[src/rtl/fc_layer_bridge.sv]
// rtl/fc_layer_bridge.sv - vector-capture stream bridge between fc layers; FC_BRIDGE_PINGPONG_EN selects two banks
module fc_layer_bridge #(
    parameter int M = 8,
    parameter int T = 16
) (
    input  logic         clk,
    input  logic         reset,
    input  logic         in_valid,
    output logic         in_ready,
    input  logic [T-1:0] in_data,
    output logic         out_valid,
    input  logic         out_ready,
    output logic [T-1:0] out_data,
    output logic         out_last,
    output logic         vec_done
);
    localparam int AW = $clog2(M);
    localparam logic [AW-1:0] LAST = AW'(M - 1);

    logic [AW-1:0] wr_ptr;
    logic [AW-1:0] rd_ptr;
    logic          in_hs;
    logic          out_hs;
    logic          fill_done;
    logic          drain_done;

    assign in_hs      = in_valid && in_ready;
    assign out_hs     = out_valid && out_ready;
    assign fill_done  = in_hs && (wr_ptr == LAST);
    assign drain_done = out_hs && (rd_ptr == LAST);
    assign out_last   = out_valid && (rd_ptr == LAST);

`ifdef FC_BRIDGE_PINGPONG_EN
    logic [T-1:0] mem [2][M];
    logic         fill_sel;
    logic         drain_sel;
    logic [1:0]   full;

    // in_ready is gated by reset so it reads low while reset is held
    assign in_ready  = reset && !full[fill_sel];
    assign out_valid = full[drain_sel];
    assign out_data  = out_valid ? mem[drain_sel][rd_ptr] : '0;

    // fill and drain always target different banks, so both completions may land together
    always_ff @(posedge clk or negedge reset) begin
        if (!reset) begin
            fill_sel  <= 1'b0;
            drain_sel <= 1'b0;
            full      <= 2'b00;
        end else begin
            if (fill_done)
                fill_sel <= ~fill_sel;
            if (drain_done)
                drain_sel <= ~drain_sel;
            if (fill_done && !fill_sel)
                full[0] <= 1'b1;
            else if (drain_done && !drain_sel)
                full[0] <= 1'b0;
            if (fill_done && fill_sel)
                full[1] <= 1'b1;
            else if (drain_done && drain_sel)
                full[1] <= 1'b0;
        end
    end

    always_ff @(posedge clk) begin
        if (in_hs)
            mem[fill_sel][wr_ptr] <= in_data;
    end
`else
    localparam logic [0:0] FILL  = 1'b0;
    localparam logic [0:0] DRAIN = 1'b1;

    logic [T-1:0] mem [M];
    logic [0:0]   state;

    assign in_ready  = reset && (state == FILL);
    assign out_valid = (state == DRAIN);
    assign out_data  = out_valid ? mem[rd_ptr] : '0;

    always_ff @(posedge clk or negedge reset) begin
        if (!reset)
            state <= FILL;
        else if (fill_done)
            state <= DRAIN;
        else if (drain_done)
            state <= FILL;
    end

    always_ff @(posedge clk) begin
        if (in_hs)
            mem[wr_ptr] <= in_data;
    end
`endif

    always_ff @(posedge clk or negedge reset) begin
        if (!reset) begin
            wr_ptr   <= '0;
            rd_ptr   <= '0;
            vec_done <= 1'b0;
        end else begin
            if (in_hs)
                wr_ptr <= (wr_ptr == LAST) ? '0 : wr_ptr + 1'b1;
            if (out_hs)
                rd_ptr <= (rd_ptr == LAST) ? '0 : rd_ptr + 1'b1;
            vec_done <= drain_done;
        end
    end
endmodule

[config.mk]
export PLATFORM = sky130hd
export DESIGN_NAME = fc_layer_bridge
export DESIGN_NICKNAME = d
export VERILOG_FILES = /design/src/rtl/fc_layer_bridge.sv
export SDC_FILE = /design/constraint.sdc
export NUM_CORES = 1
export LEC_CHECK = 0
export CAP_MARGIN = 0
export CORE_AREA = 3 3 113 115
export DETAILED_ROUTE_END_ITERATION = 10
export DIE_AREA = 0 0 116 118
export GPL_ROUTABILITY_DRIVEN = 0
export SLEW_MARGIN = 10
export SYNTH_ARGS = -nofsm -noshare
export SYNTH_HDL_FRONTEND = slang
export SYNTH_SLANG_ARGS = --single-unit
[constraint.sdc]
create_clock -name clk -period 3.9 [get_ports clk]
set_clock_uncertainty 0.1 [all_clocks]
set_input_delay 0.39 -clock clk [delete_from_list [all_inputs] [get_ports clk]]
set_output_delay 0.39 -clock clk [all_outputs]
set_load 0.01 [all_outputs]
==> out/qor.csv, run 1 <==
stage,metric,value,unit
synth,register area share after synthesis,0.761,
detailed_routing,Iter 0 DRT Violations,111,
placed_design,final HPWL from detailed placement,5350,um
grt,antenna violations before repair,0,
status,status,"complete, no violations",
detailed_routing,average wire length per cell after detail routing,20.3,um
worst_hold_path,kind of path behind the tightest hold check,in -> async,
clock_tree,CTS buffer count,17,
run,reported max-cap violation count,0,
clock_tree,post-CTS setup repair buffer count,0,
sta,number of max-slew violations in the final report,0,
setup_path,"Arr. time, crit path",2560,ps
detailed_routing,number of vias per cell after detailed routing,5.27,
sta,aggregate negative setup slack,0,ps
clock_tree,CTS hold repair buffers,0,
grt,global route total overflow,0,
power,Leakage,2.17,nW
grt,vias in the first global route,2581,
layout,fill cell total of the finished layout,952,
placed_design,Port-buffer cells,39,
sta,fin crit share,0.782,
detailed_routing,Remaining DRCs,0,
synth,syn_nets,269,
clock_tree,"buffers from clock root to sink, at most",2,
grt,maximum number of pins on one net before global-route repair,35,
clock_tree,clock latency reported for the late side of the worst-skew pair,400,ps
sta,worst path setup slack after routing,849,ps
setup_path,Reg2Reg Launch Point,out_valid,
die,width of the die,116,um
grt,All-Layer GR Usage,0.149,
clock_tree,register clock-pin slew on the reported worst setup and hold paths,60,ps
synth,count of distinct cell types in the synthesized netlist,23,
detailed_routing,detailed-route wire length,9410,um
layout,n_diodes,0,
setup_path,reg2reg setup slack,2050,ps
synth,average size of a mapped cell,21.7,um^2
setup_path,start-to-end type of the worst setup path,reg -> out,
layout,relative area change from synthesis to final layout,22.7,%
setup_path,"critical path fanouts, max",14,
layout,most frequent standard cell in the layout excluding fill and tap cells,edfxtp_1,
die,die area,13700,um^2
synth,post-synth design cell area,5320,um^2
synth,number of warnings printed during yosys synthesis,0,
die,initial cell density of the core,0.446,
die,Core Region,11900,um^2
power,VDD IR max,298,uV
placed_design,setup slack after placement,1180,ps
clock_tree,number of gates given a new drive strength after cts,0,
sta,Setup Viol. Count Final,0,
die,floorplan die height,118,um
sta,remaining max-slew budget at the tightest pin,0.482,
clock_tree,TritonCTS clock tree,done,
detailed_routing,number of iterations in the first detailed-routing pass,4,
die,I/O pin count,40,
sta,final critical delay including setup and external delays,3050,ps
detailed_routing,vias post-DR,2439,
setup_path,required time at the endpoint of the critical path,3410,ps
synth,synthesized instance count,245,
layout,highest-count cells in the layout ignoring fill and taps,"128 x edfxtp_1, 39 x clkdlybuf4s50_1, 31 x mux4_2",
setup_path,kind of start point of the critical path,flop,
synth,leading post-synthesis cells by cell area,"edfxtp_1 72%, mux4_2 13%, dfrtp_1 3.8%",
setup_path,cells on worst reg2reg path,4,
setup_path,capturing element type of the critical path,output port,
clock_tree,clock net sink count,136,
sta,setup repair after global routing missed its margin,no,
power,power density normalized to cell area,713,nW/um^2
detailed_routing,number of nets with antenna violations after routing,0,
grt,wire length of the first global-routing pass,14800,um
synth,area share of the largest cell type after synthesis,0.723,
layout,share of post-route cells with drive strength above 1,0.266,
clock_tree,htree depth,4,
clock_tree,CTS root buffer,clkbuf_16,
synth,cell taking the most area after synthesis,edfxtp_1,
die,std cell rows,40,
synth,"FF+latch count, synth",136,
layout,Final #Nets,327,
sta,pin slew with the least headroom to its limit,778,ps
sta,Peak Freq,328,MHz
setup_path,worst r2r dst,mem[1][5],
sta,Final Hold Violating Endpoints,0,
-- how the worst max path moves through the flow --
stage,from,end,slack [ps],cells after the start
after floorplan,out_valid,mem[0][0],960,3
after CTS,rd_ptr[1],out_data[7],740,5
after global routing,rd_ptr[1],out_data[6],630,5
after global placement,rd_ptr[1],out_data[7],1180,5
after detailed placement,rd_ptr[1],out_data[7],1180,5
final,rd_ptr[1],out_data[6],850,5
-- state kept, by name, indices dropped and copies added, names as in the netlist --
register / cells
wr_ptr: 3
mem: 128
out_valid: 1
vec_done: 1
rd_ptr: 3
-- per-layer routing --
metal  global-route usage  vias to the layer above  share of wire
met3               0.0380                        4          0.035
met1                0.214                     1273           0.47
met5                    0                        -              0
li1                     -                     1118              -
met2                0.227                       44           0.49
met4               0.0413                        0         0.0065
-- per-stage QoR --
stage                     power (mW)  cells  cell area (um^2)  utilization  hold slack, ps
after floorplan                 2.69    245              5320            -           -5.59
after global placement          3.11    431              5920        0.497             537
after detailed placement        3.12    431              5920        0.497             569
after CTS                       4.73    463              6520        0.548             189
after global routing            4.88    463              6520        0.548             217
final                           4.65    463              6520        0.548             195
-- synth_stat cells (all sizes together) --
cell    count
buf         9
nand2b      2
nor2       20
and2        1
nand2       5
and3b       1
nor2b       1
and3        1
ha          4
nor4        1
a21o        1
o21ai       1
dfrtp       8
edfxtp    128
clkbuf      3
mux4       32
clkinv      1
mux2        5
nor3        5
mux2i      16
-- critical path, cell delays in order, from the launching register on --
cell	delay [ps]
dfrtp_2	650
buf_4	280
mux4_2	500
mux2i_1	140
nor2_1	70
clkdlybuf4s50_1	500
-- layout make-up --
type,instances,area (um^2),share of cell area
sequential,136,4050,0.620
inverter,1,3.75,0.000575
timing repair buffer,51,493,0.0756
clock buffer,18,429,0.0658
tap,147,184,0.0282
multi-input combinational,96,1190,0.183
clock inverter,14,173,0.0265
-- kinds of logic after synthesis --
family                   count (synthesis)  synth area share
flip-flops                             136             0.761
AO/OA/AOI/OAI                            2           0.00235
AND/OR/NAND/NOR                         37            0.0311
adder cells (fa/ha/maj)                  4           0.00942
multiplexers                            53             0.177
buffers and inverters                   13            0.0193
-- report_power, final --
part | leakage [nW] | switching, mW | internal [mW]
Sequential | 1.25 | 0.133 | 1.70
Clock | 0.281 | 0.587 | 1.01
Combinational | 0.638 | 0.528 | 0.691
Total | 2.17 | 1.25 | 3.41
No activity file was read; power rests on OpenSTA's default activity.
==> run 2, diff against run 1 <==
--- a/config.mk
+++ b/config.mk
@@ -10,6 +10,7 @@
 export DETAILED_ROUTE_END_ITERATION = 10
 export DIE_AREA = 0 0 116 118
 export GPL_ROUTABILITY_DRIVEN = 0
+export PLACE_DENSITY = 0.66
 export SLEW_MARGIN = 10
 export SYNTH_ARGS = -nofsm -noshare
 export SYNTH_HDL_FRONTEND = slang
==> constraint.sdc (replaced) <==
create_clock -name clk -period 2.62 [get_ports clk]
set_clock_uncertainty 0.1 [all_clocks]
set_input_delay 0.262 -clock clk [delete_from_list [all_inputs] [get_ports clk]]
set_output_delay 0.262 -clock clk [all_outputs]
set_load 0.01 [all_outputs]
==> run 2 against run 1 <==
- global-route usage grew 1.3 points
- register-to-register slack lost 1300 ps
- flip-flop and latch count is the same
- sequential power grew 45%
- wire length grew 8.1%
- critical endpoint is now out_data[14]
==> out/qor.csv, run 2 (synthesis gave the netlist of run 1 again) <==
stage,metric,value,unit
power,VDD IR max,573,uV
die,die area,13700,um^2
setup_path,capturing element type of the critical path,output port,
setup_path,chain of cells forming the critical path,buf_12 > mux4_2 > mux2i_1 > nor2_1 > clkdlybuf4s50_1,
detailed_routing,Remaining DRCs,0,
grt,met1 capacity usage during global routing,0.209,
grt,vias in the first global route,2738,
setup_path,reg2reg setup slack,740,ps
grt,met3 Use GR,0.0458,
clock_tree,"buffers from clock root to sink, at most",2,
clock_tree,CTS buffer count,17,
sta,pin slew with the least headroom to its limit,401,ps
detailed_routing,detailed-route wire length,10200,um
setup_path,"critical path fanouts, max",15,
grt,maximum number of pins on one net before global-route repair,19,
run,reported max-cap violation count,0,
setup_path,Reg2Reg Launch Point,out_valid,
clock_tree,register clock-pin slew on the reported worst setup and hold paths,60,ps
die,initial cell density of the core,0.446,
layout,Final Instance Area,6720,um^2
sta,remaining max-slew budget at the tightest pin,0.731,
grt,global route total overflow,0,
layout,highest-count cells in the layout ignoring fill and taps,"128 x edfxtp_1, 32 x buf_4, 31 x mux4_2",
placed_design,Port-buffer cells,39,
grt,antenna violations before repair,0,
die,width of the die,116,um
clock_tree,clock latency reported for the late side of the worst-skew pair,400,ps
detailed_routing,vias post-DR,2556,
clock_tree,clock net sink count,136,
worst_hold_path,kind of path behind the tightest hold check,in -> async,
layout,share of post-route cells with drive strength above 1,0.317,
placed_design,setup slack after placement,367,ps
setup_path,end point of the critical path,out_data[14],
power,overall power consumption,7.16,mW
layout,register name with the most flops,mem,
status,status,"complete, no violations",
sta,final hold slack,63.0,ps
setup_path,longest individual stage delay on the worst path,520,ps
detailed_routing,number of vias per cell after detailed routing,5.27,
layout,relative area change from synthesis to final layout,26.3,%
detailed_routing,number of iterations in the first detailed-routing pass,4,
setup_path,library cell contributing the largest single delay on the critical path,mux4_2,
die,std cell rows,40,
die,Core Region,11900,um^2
clock_tree,htree depth,4,
layout,fill cell total of the finished layout,905,
clock_tree,CTS root buffer,clkbuf_16,
setup_path,Worst Setup SP,rd_ptr[1],
grt,met2 track demand over resource,0.260,
sta,worst path setup slack after routing,81.8,ps
setup_path,"Arr. time, crit path",2180,ps
layout,n_diodes,0,
die,I/O pin count,40,
layout,Largest register FFs,128,
detailed_routing,Iter 0 DRT Violations,156,
placed_design,final HPWL from detailed placement,5900,um
grt,busiest grt layer,met2,
power,power density normalized to cell area,1070,nW/um^2
layout,Top Registers,"mem: 128 flops, rd_ptr: 3 flops, wr_ptr: 3 flops",
detailed_routing,number of nets with antenna violations after routing,0,
detailed_routing,average wire length per cell after detail routing,21.0,um
sta,number of max-slew violations in the final report,0,
setup_path,required time at the endpoint of the critical path,2260,ps
power,Leakage,2.38,nW
grt,wire length of the first global-routing pass,15700,um
die,floorplan die height,118,um
sta,final critical delay including setup and external delays,2540,ps
sta,Final Hold Violating Endpoints,0,
clock_tree,TritonCTS clock tree,done,
setup_path,start-to-end type of the worst setup path,reg -> out,
grt,All-Layer GR Usage,0.162,
setup_path,worst r2r dst,mem[3][12],
placed_design,"Cell Area, Placed",5990,um^2
layout,most frequent standard cell in the layout excluding fill and tap cells,edfxtp_1,
sta,Setup Viol. Count Final,0,
layout,Final #Nets,350,
sta,Peak Freq,394,MHz
setup_path,kind of start point of the critical path,flop,
sta,aggregate negative setup slack,0,ps
setup_path,cells on worst reg2reg path,4,
sta,fin crit share,0.969,
==> run 2: repair_timing <==
action	CTS	global route
gates resized for setup	9	5
hold buffers	1	0
hold endpoints to repair	4	0
endpoints found under the setup margin	9	8
setup buffers	0	18
==> run 2: layout make-up <==
| class | instances | area (um^2) | share of cell area |
|---|---|---|---|
| sequential | 136 | 4050 | 0.602 |
| multi-input combinational | 96 | 1200 | 0.179 |
| timing repair buffer | 74 | 689 | 0.103 |
| clock buffer | 18 | 429 | 0.0639 |
| tap | 147 | 184 | 0.0274 |
| clock inverter | 13 | 156 | 0.0233 |
| inverter | 1 | 7.51 | 0.00112 |
==> run 2: worst max-delay path: cells and delay by family (launching register included) <==
kind | cells | cell delay [ps]
mux | 2 | 660
buf+inv | 2 | 640
flops | 1 | 410
simple gates | 1 | 60
==> run 2: per-layer routing <==
metal,wire length [um],vias to the layer above
met5,0,-
met4,120,0
met3,525,9
met2,5340,66
met1,4200,1319
li1,-,1162
==> run 2: worst min path at each step <==
stage / startpoint / endpoint / slack (ps) / cells past startpoint
after CTS: out_ready / vec_done / 400 / 2
final: reset / wr_ptr[0] / 60 / 1
after global routing: reset / wr_ptr[2] / 80 / 1
after global placement: reset / vec_done / 400 / 1
after floorplan: reset / out_valid / -130 / 0
after detailed placement: reset / wr_ptr[0] / 410 / 1
==> run 2: metrics by stage <==
| step | utilization | std cells |
|---|---|---|
| 5_1_grt | 0.564 | 485 |
| 6_report | 0.564 | 485 |
| 2_1_floorplan | - | 245 |
| 3_3_place_gp | 0.503 | 436 |
| 4_1_cts | 0.552 | 468 |
| 3_5_place_dp | 0.503 | 436 |
==> run 2: power by group <==
part / switching, mW / internal [mW] / total [mW] / leakage (nW)
Clock: 0.840 / 1.48 / 2.32 / 0.287
Sequential: 0.130 / 2.54 / 2.67 / 1.25
Combinational: 0.968 / 1.20 / 2.16 / 0.845
